===== src/rtl/inst_fetch.sv =====
// rtl/inst_fetch.sv - instruction fetch unit: owns the PC, fetches over req/ack, feeds IF/ID.
// Optional misaligned-jump detection and target word-alignment under IFU_MISALIGN_CHK_EN.
`ifndef HOLD_FLAG_BUS
`define HOLD_FLAG_BUS 2:0
`endif
`ifndef HOLD_EN
`define HOLD_EN 3'b001
`endif
`ifndef INST_NOP
`define INST_NOP 32'h0000_0001
`endif

module inst_fetch #(
  parameter logic [31:0] RESET_PC = 32'h0000_0000
) (
  input  logic                  clk,
  input  logic                  rst,
  input  logic                  jumpFlagIn,
  input  logic [31:0]           jumpAddrIn,
  input  logic [`HOLD_FLAG_BUS] holdFlagIn,
  output logic                  memReqOut,
  output logic [31:0]           memAddrOut,
  input  logic                  memAckIn,
  input  logic [31:0]           memDataIn,
  output logic [31:0]           instOut,
  output logic [31:0]           instAddrOut,
  output logic                  instValidOut,
  output logic                  misalignOut
);

  typedef enum logic [1:0] {IDLE, FETCH, HELD, FLUSH} state_e;

  state_e      state_q, state_d;
  logic [31:0] pc_q, pc_d;
  logic [31:0] buf_inst_q, buf_inst_d;
  logic [31:0] buf_addr_q, buf_addr_d;
  logic [31:0] flush_addr_q, flush_addr_d;
  logic        hold;
  logic [31:0] jump_tgt;

  assign hold = (holdFlagIn >= `HOLD_EN);

`ifdef IFU_MISALIGN_CHK_EN
  assign jump_tgt    = {jumpAddrIn[31:2], 2'b00};
  assign misalignOut = ~rst & jumpFlagIn & (|jumpAddrIn[1:0]);
`else
  assign jump_tgt    = jumpAddrIn;
  assign misalignOut = 1'b0;
`endif

  // A stale request keeps its original address on the bus until its ack arrives.
  assign memReqOut  = (state_q == FETCH) || (state_q == FLUSH);
  assign memAddrOut = (state_q == FLUSH) ? flush_addr_q : pc_q;

  always_comb begin
    state_d      = state_q;
    pc_d         = pc_q;
    buf_inst_d   = buf_inst_q;
    buf_addr_d   = buf_addr_q;
    flush_addr_d = flush_addr_q;
    instOut      = `INST_NOP;
    instAddrOut  = 32'h0;
    instValidOut = 1'b0;
    case (state_q)
      IDLE: begin
        if (jumpFlagIn) pc_d = jump_tgt;
        state_d = FETCH;
      end
      FETCH: begin
        if (jumpFlagIn) begin
          pc_d         = jump_tgt;
          flush_addr_d = pc_q;
          state_d      = memAckIn ? FETCH : FLUSH;
        end else if (hold) begin
          if (memAckIn) begin
            buf_inst_d = memDataIn;
            buf_addr_d = pc_q;
            pc_d       = pc_q + 32'd4;
            state_d    = HELD;
          end
        end else if (memAckIn) begin
          instOut      = memDataIn;
          instAddrOut  = pc_q;
          instValidOut = 1'b1;
          pc_d         = pc_q + 32'd4;
        end
      end
      HELD: begin
        if (jumpFlagIn) begin
          pc_d    = jump_tgt;
          state_d = FETCH;
        end else if (!hold) begin
          instOut      = buf_inst_q;
          instAddrOut  = buf_addr_q;
          instValidOut = 1'b1;
          state_d      = FETCH;
        end
      end
      FLUSH: begin
        if (jumpFlagIn) pc_d = jump_tgt;
        if (memAckIn) state_d = FETCH;
      end
      default: state_d = IDLE;
    endcase
  end

  always_ff @(posedge clk or posedge rst) begin
    if (rst) begin
      state_q      <= IDLE;
      pc_q         <= RESET_PC;
      buf_inst_q   <= 32'h0;
      buf_addr_q   <= 32'h0;
      flush_addr_q <= RESET_PC;
    end else begin
      state_q      <= state_d;
      pc_q         <= pc_d;
      buf_inst_q   <= buf_inst_d;
      buf_addr_q   <= buf_addr_d;
      flush_addr_q <= flush_addr_d;
    end
  end

endmodule


===== config.mk =====
export PLATFORM = sky130hd
export DESIGN_NAME = inst_fetch
export DESIGN_NICKNAME = d
export VERILOG_FILES = /design/src/rtl/inst_fetch.sv
export SDC_FILE = /design/constraint.sdc
export NUM_CORES = 1
export LEC_CHECK = 0
export CORE_MARGIN = 10
export CORE_UTILIZATION = 45
export DETAILED_ROUTE_END_ITERATION = 12
export PLACE_DENSITY = 0.83
export SLEW_MARGIN = 20
export SYNTH_ARGS = -nofsm -noshare
export SYNTH_HDL_FRONTEND = slang
export SYNTH_SLANG_ARGS = --single-unit

===== constraint.sdc =====
create_clock -name clk -period 4.4 [get_ports clk]
set_clock_uncertainty 0.05 [all_clocks]
set_input_delay 1.1 -clock clk [delete_from_list [all_inputs] [get_ports clk]]
set_output_delay 1.1 -clock clk [all_outputs]
set_load 0.01 [all_outputs]

==> flow_summary.yaml <==
place:
  dp_hpwl_um: 14400
  placed_cell_area_um2: 8820
  routabilityCongestion: 0.838
  port_buffers: 168
yosys:
  netlist_instances: 665
  ys_top_cells_by_area: "dfrtp_1 47%, mux2_2 19%, a22oi_1 6.9%, nor2_1 4.5%, clkbuf_1 2.4%"
  syn_nets: 740
  ys.flop_type: "dfrtp_1"
  synth_edf_count: 0
  netlist.area_leader.share_pct: 47.3
  seq_area_frac_synth_pct: 47.3
  synth-seq-cells: 130
  synthDistinctLibCells: 47
  synth_warnings: 0
  async_flop_share_pct: 100
  synth_area_per_cell_um2: 10.3
  synth_top_cell_by_area: "dfrtp_1"
  syn_area_um2: 6880
finish:
  fin_nets: 893
  drive_gt1_share_pct: 22.7
  antenna_cells: 0
  area_growth_pct: 39.3
  design_area_um2: 9580
detailed_routing:
  ant_nets: 0
  drc: 0
  wl_um: 21100
  vias_per_cell: 5.81
  wire_per_inst_um: 20.7
  first_pass_iters: 5
  num_vias: 5922
  drt_iter0_drc: 529
floorplan:
  die_area_um2: 20600
  die_y_um: 144
  start_util_pct: 45.6
  coreArea_um2: 15100
  die_x_um: 144
  placementRows: 45
  io_pins: 170
setup_path:
  cp_max_fo: 7
  path_cells: "clkdlybuf4s50_1 > or3_4 > nor3_4 > buf_4 > clkbuf_16 > a22oi_1 > nor2_1 > clkdlybuf4s50_1"
  crit_family: "buffers and inverters"
  crit_type: "in2out"
  crit_slowest_cell: "clkdlybuf4s50_1"
  crit_buf_inv: 4
  critical_path.most_common_cell: "clkdlybuf4s50_1"
  arrival_ns: 3.20
  crit_path_max_incr_delay_ns: 0.57
  startpoint_type: "input port"
  required_ns: 3.25
  end_kind: "output port"
sta:
  tightest_slew_ns: 0.962
  slew_violations: 0
  setup_viol: 0
  hold_ws_ns: 0.428
  slew_headroom_pct: 35.8
  hold_violations: 0
  fin_crit_ns: 4.35
  tns_ns: 0
  fmax_ghz: 0.230
  finalCritPeriodShare_pct: 98.8
outcome:
  status: "completed"
grt:
  antenna_found_initial: 0
  track_usage_pct: 20.2
  grt-ovfl-total: 0
  grt_pass1_wl_um: 32700
  grt_pass1_vias: 5893
  grt_start_max_net_pins: 68
cts:
  cts_root_buf: "clkbuf_16"
  cts_num_sinks: 130
  clk_pin_slew_ns: 0.05
  clk_path_buf_depth: 2
  cts_tree: "built"
  clkLatencyLatePin_ns: 0.42
  cts_inserted_buffers: 17
  cts_max_level: 4
  cts_hold_buffers: 0
pwr:
  irDropWorstVdd_uv: 299
  power.density_nw_per_um2: 541
  power.total_uw: 5180
  p_leak_uw: 0.00439
job:
  cap_violations: 0
hold_path:
  hold_class: "reg2reg"
## metrics by stage
| step | setup WS (ns) | utilization [%] | instances |
|---|---|---|---|
| 4_1_cts | -0.0997 | 62.5 | 1015 |
| 6_report | 0.0546 | 63.5 | 1019 |
| 5_1_grt | -0.0255 | 63.5 | 1019 |
| 2_1_floorplan | 0.595 | - | 665 |
| 3_3_place_gp | -0.0841 | 58.4 | 980 |
| 3_5_place_dp | -0.127 | 58.4 | 980 |
## Yosys cell counts (all sizes together) (2+ instances only)
| cell type | count |
|---|---|
| and4 | 5 |
| a31o | 2 |
| inv | 11 |
| and3 | 3 |
| nand4 | 8 |
| o21ai | 30 |
| clkbuf | 44 |
| xnor2 | 8 |
| xor2 | 3 |
| a31oi | 14 |
| nand3 | 16 |
| nand2 | 43 |
| nor2 | 82 |
| o31ai | 10 |
| nor4 | 6 |
| nand2b | 2 |
| or2 | 3 |
| dfrtp | 130 |
| or3 | 3 |
| mux2 | 116 |
| ha | 4 |
| buf | 18 |
| nand3b | 2 |
| o311ai | 4 |
| a22oi | 63 |
| o211ai | 2 |
| a221o | 2 |
| or4 | 13 |
| and2 | 3 |
| nor3 | 6 |
## metal layers
layer | wire length, um | vias to the layer above | track usage (%)
li1 | - | 2731 | -
met1 | 8670 | 2907 | 25.2
met2 | 10300 | 241 | 32.7
met3 | 1530 | 43 | 5.74
met4 | 597 | 0 | 7.15
met5 | 0 | - | 0
## logic make-up (layout without fill, tap and decap cells)
family                     after synthesis  count (layout)  share of synthesized area, %
DFF                                    130             130                          47.3
adders and majority gates                4               4                         0.728
xor gates and xnor gates                11              11                          1.40
other                                    1               1                        0.0545
muxes                                  117             117                          19.1
buffers and inverters                   73             239                          4.28
and+or+nand+nor                        198             198                          14.0
AOI/OAI and AO/OA                      131             131                          13.1
## where the power goes
| part | internal, uW | switching [uW] |
|---|---|---|
| registers | 1680 | 302 |
| logic | 970 | 840 |
| clock network | 897 | 492 |
| total | 3550 | 1630 |
## worst paths after layout
check / start / to / slack, ns / depth (start not counted)
max: holdFlagIn[2] / instAddrOut[16] / 0.05 / 8
min: flush_addr_q[21]$_DFFE_PP0P_ / flush_addr_q[21]$_DFFE_PP0P_ / 0.43 / 2
max reg2reg: state_q[1]$_DFFE_PP0P_ / pc_q[20]$_DFFE_PP0P_ / 1.72 / 7
min reg2reg: flush_addr_q[21]$_DFFE_PP0P_ / flush_addr_q[21]$_DFFE_PP0P_ / 0.43 / 2
max in group asynchronous: rst / buf_addr_q[6]$_DFFE_PP0P_ / 2.36 / 3
min in group asynchronous: rst / state_q[0]$_DFFE_PP0P_ / 1.03 / 2
## cell type report
class / instances / area [um2]
clock buffer: 29 / 551
multi-input combinational: 462 / 3370
clock inverter: 3 / 40.0
sequential: 130 / 3250
timing repair buffer: 196 / 2080
fill: 1207 / 5510
inverter: 11 / 45.0
tap: 188 / 235
## repair_timing
item | CTS | global route
gates resized for setup | 36 | 35
endpoints found under the setup margin | 63 | 34
setup buffers | 2 | 3
cloned | 1 | 1
pin swaps | 1 | 3
## worst min-delay path: cells and delay by family, from the launching register on
kind             cells  cell delay (ns)
AO/OA/AOI/OAI        1             0.06
AND/OR/NAND/NOR      1             0.04
flip-flops           1             0.34
## flip-flops by register name (all words and copies together), names as in the netlist
signal and count:
buf_addr_q 32, buf_inst_q 32, flush_addr_q 32, pc_q 32
state_q 2
## placed cells by master (no fill, tap or decap), types with 4 or more instances in the layout
| cell | Yosys | final |
|---|---|---|
| a22oi_1 | 63 | 63 |
| a31oi_1 | 14 | 14 |
| and4_1 | 5 | 5 |
| buf_12 | 0 | 9 |
| buf_4 | 1 | 16 |
| clkbuf_1 | 44 | 4 |
| clkbuf_16 | 0 | 18 |
| clkbuf_8 | 0 | 8 |
| clkdlybuf4s50_1 | 0 | 107 |
| dfrtp_1 | 130 | 130 |
| dlygate4sd2_1 | 0 | 32 |
| dlymetal6s2s_1 | 0 | 29 |
| inv_1 | 11 | 10 |
| mux2_2 | 116 | 116 |
| nand2_1 | 42 | 42 |
| nand3_1 | 16 | 16 |
| nand4_1 | 7 | 7 |
| nor2_1 | 82 | 82 |
| nor3_1 | 5 | 4 |
| nor4_1 | 6 | 5 |
| o21ai_0 | 30 | 30 |
| o311ai_0 | 4 | 4 |
| o31ai_1 | 10 | 10 |
| or4_1 | 12 | 12 |
| xnor2_1 | 8 | 8 |
Note: power is estimated with default switching activity, not from simulation.
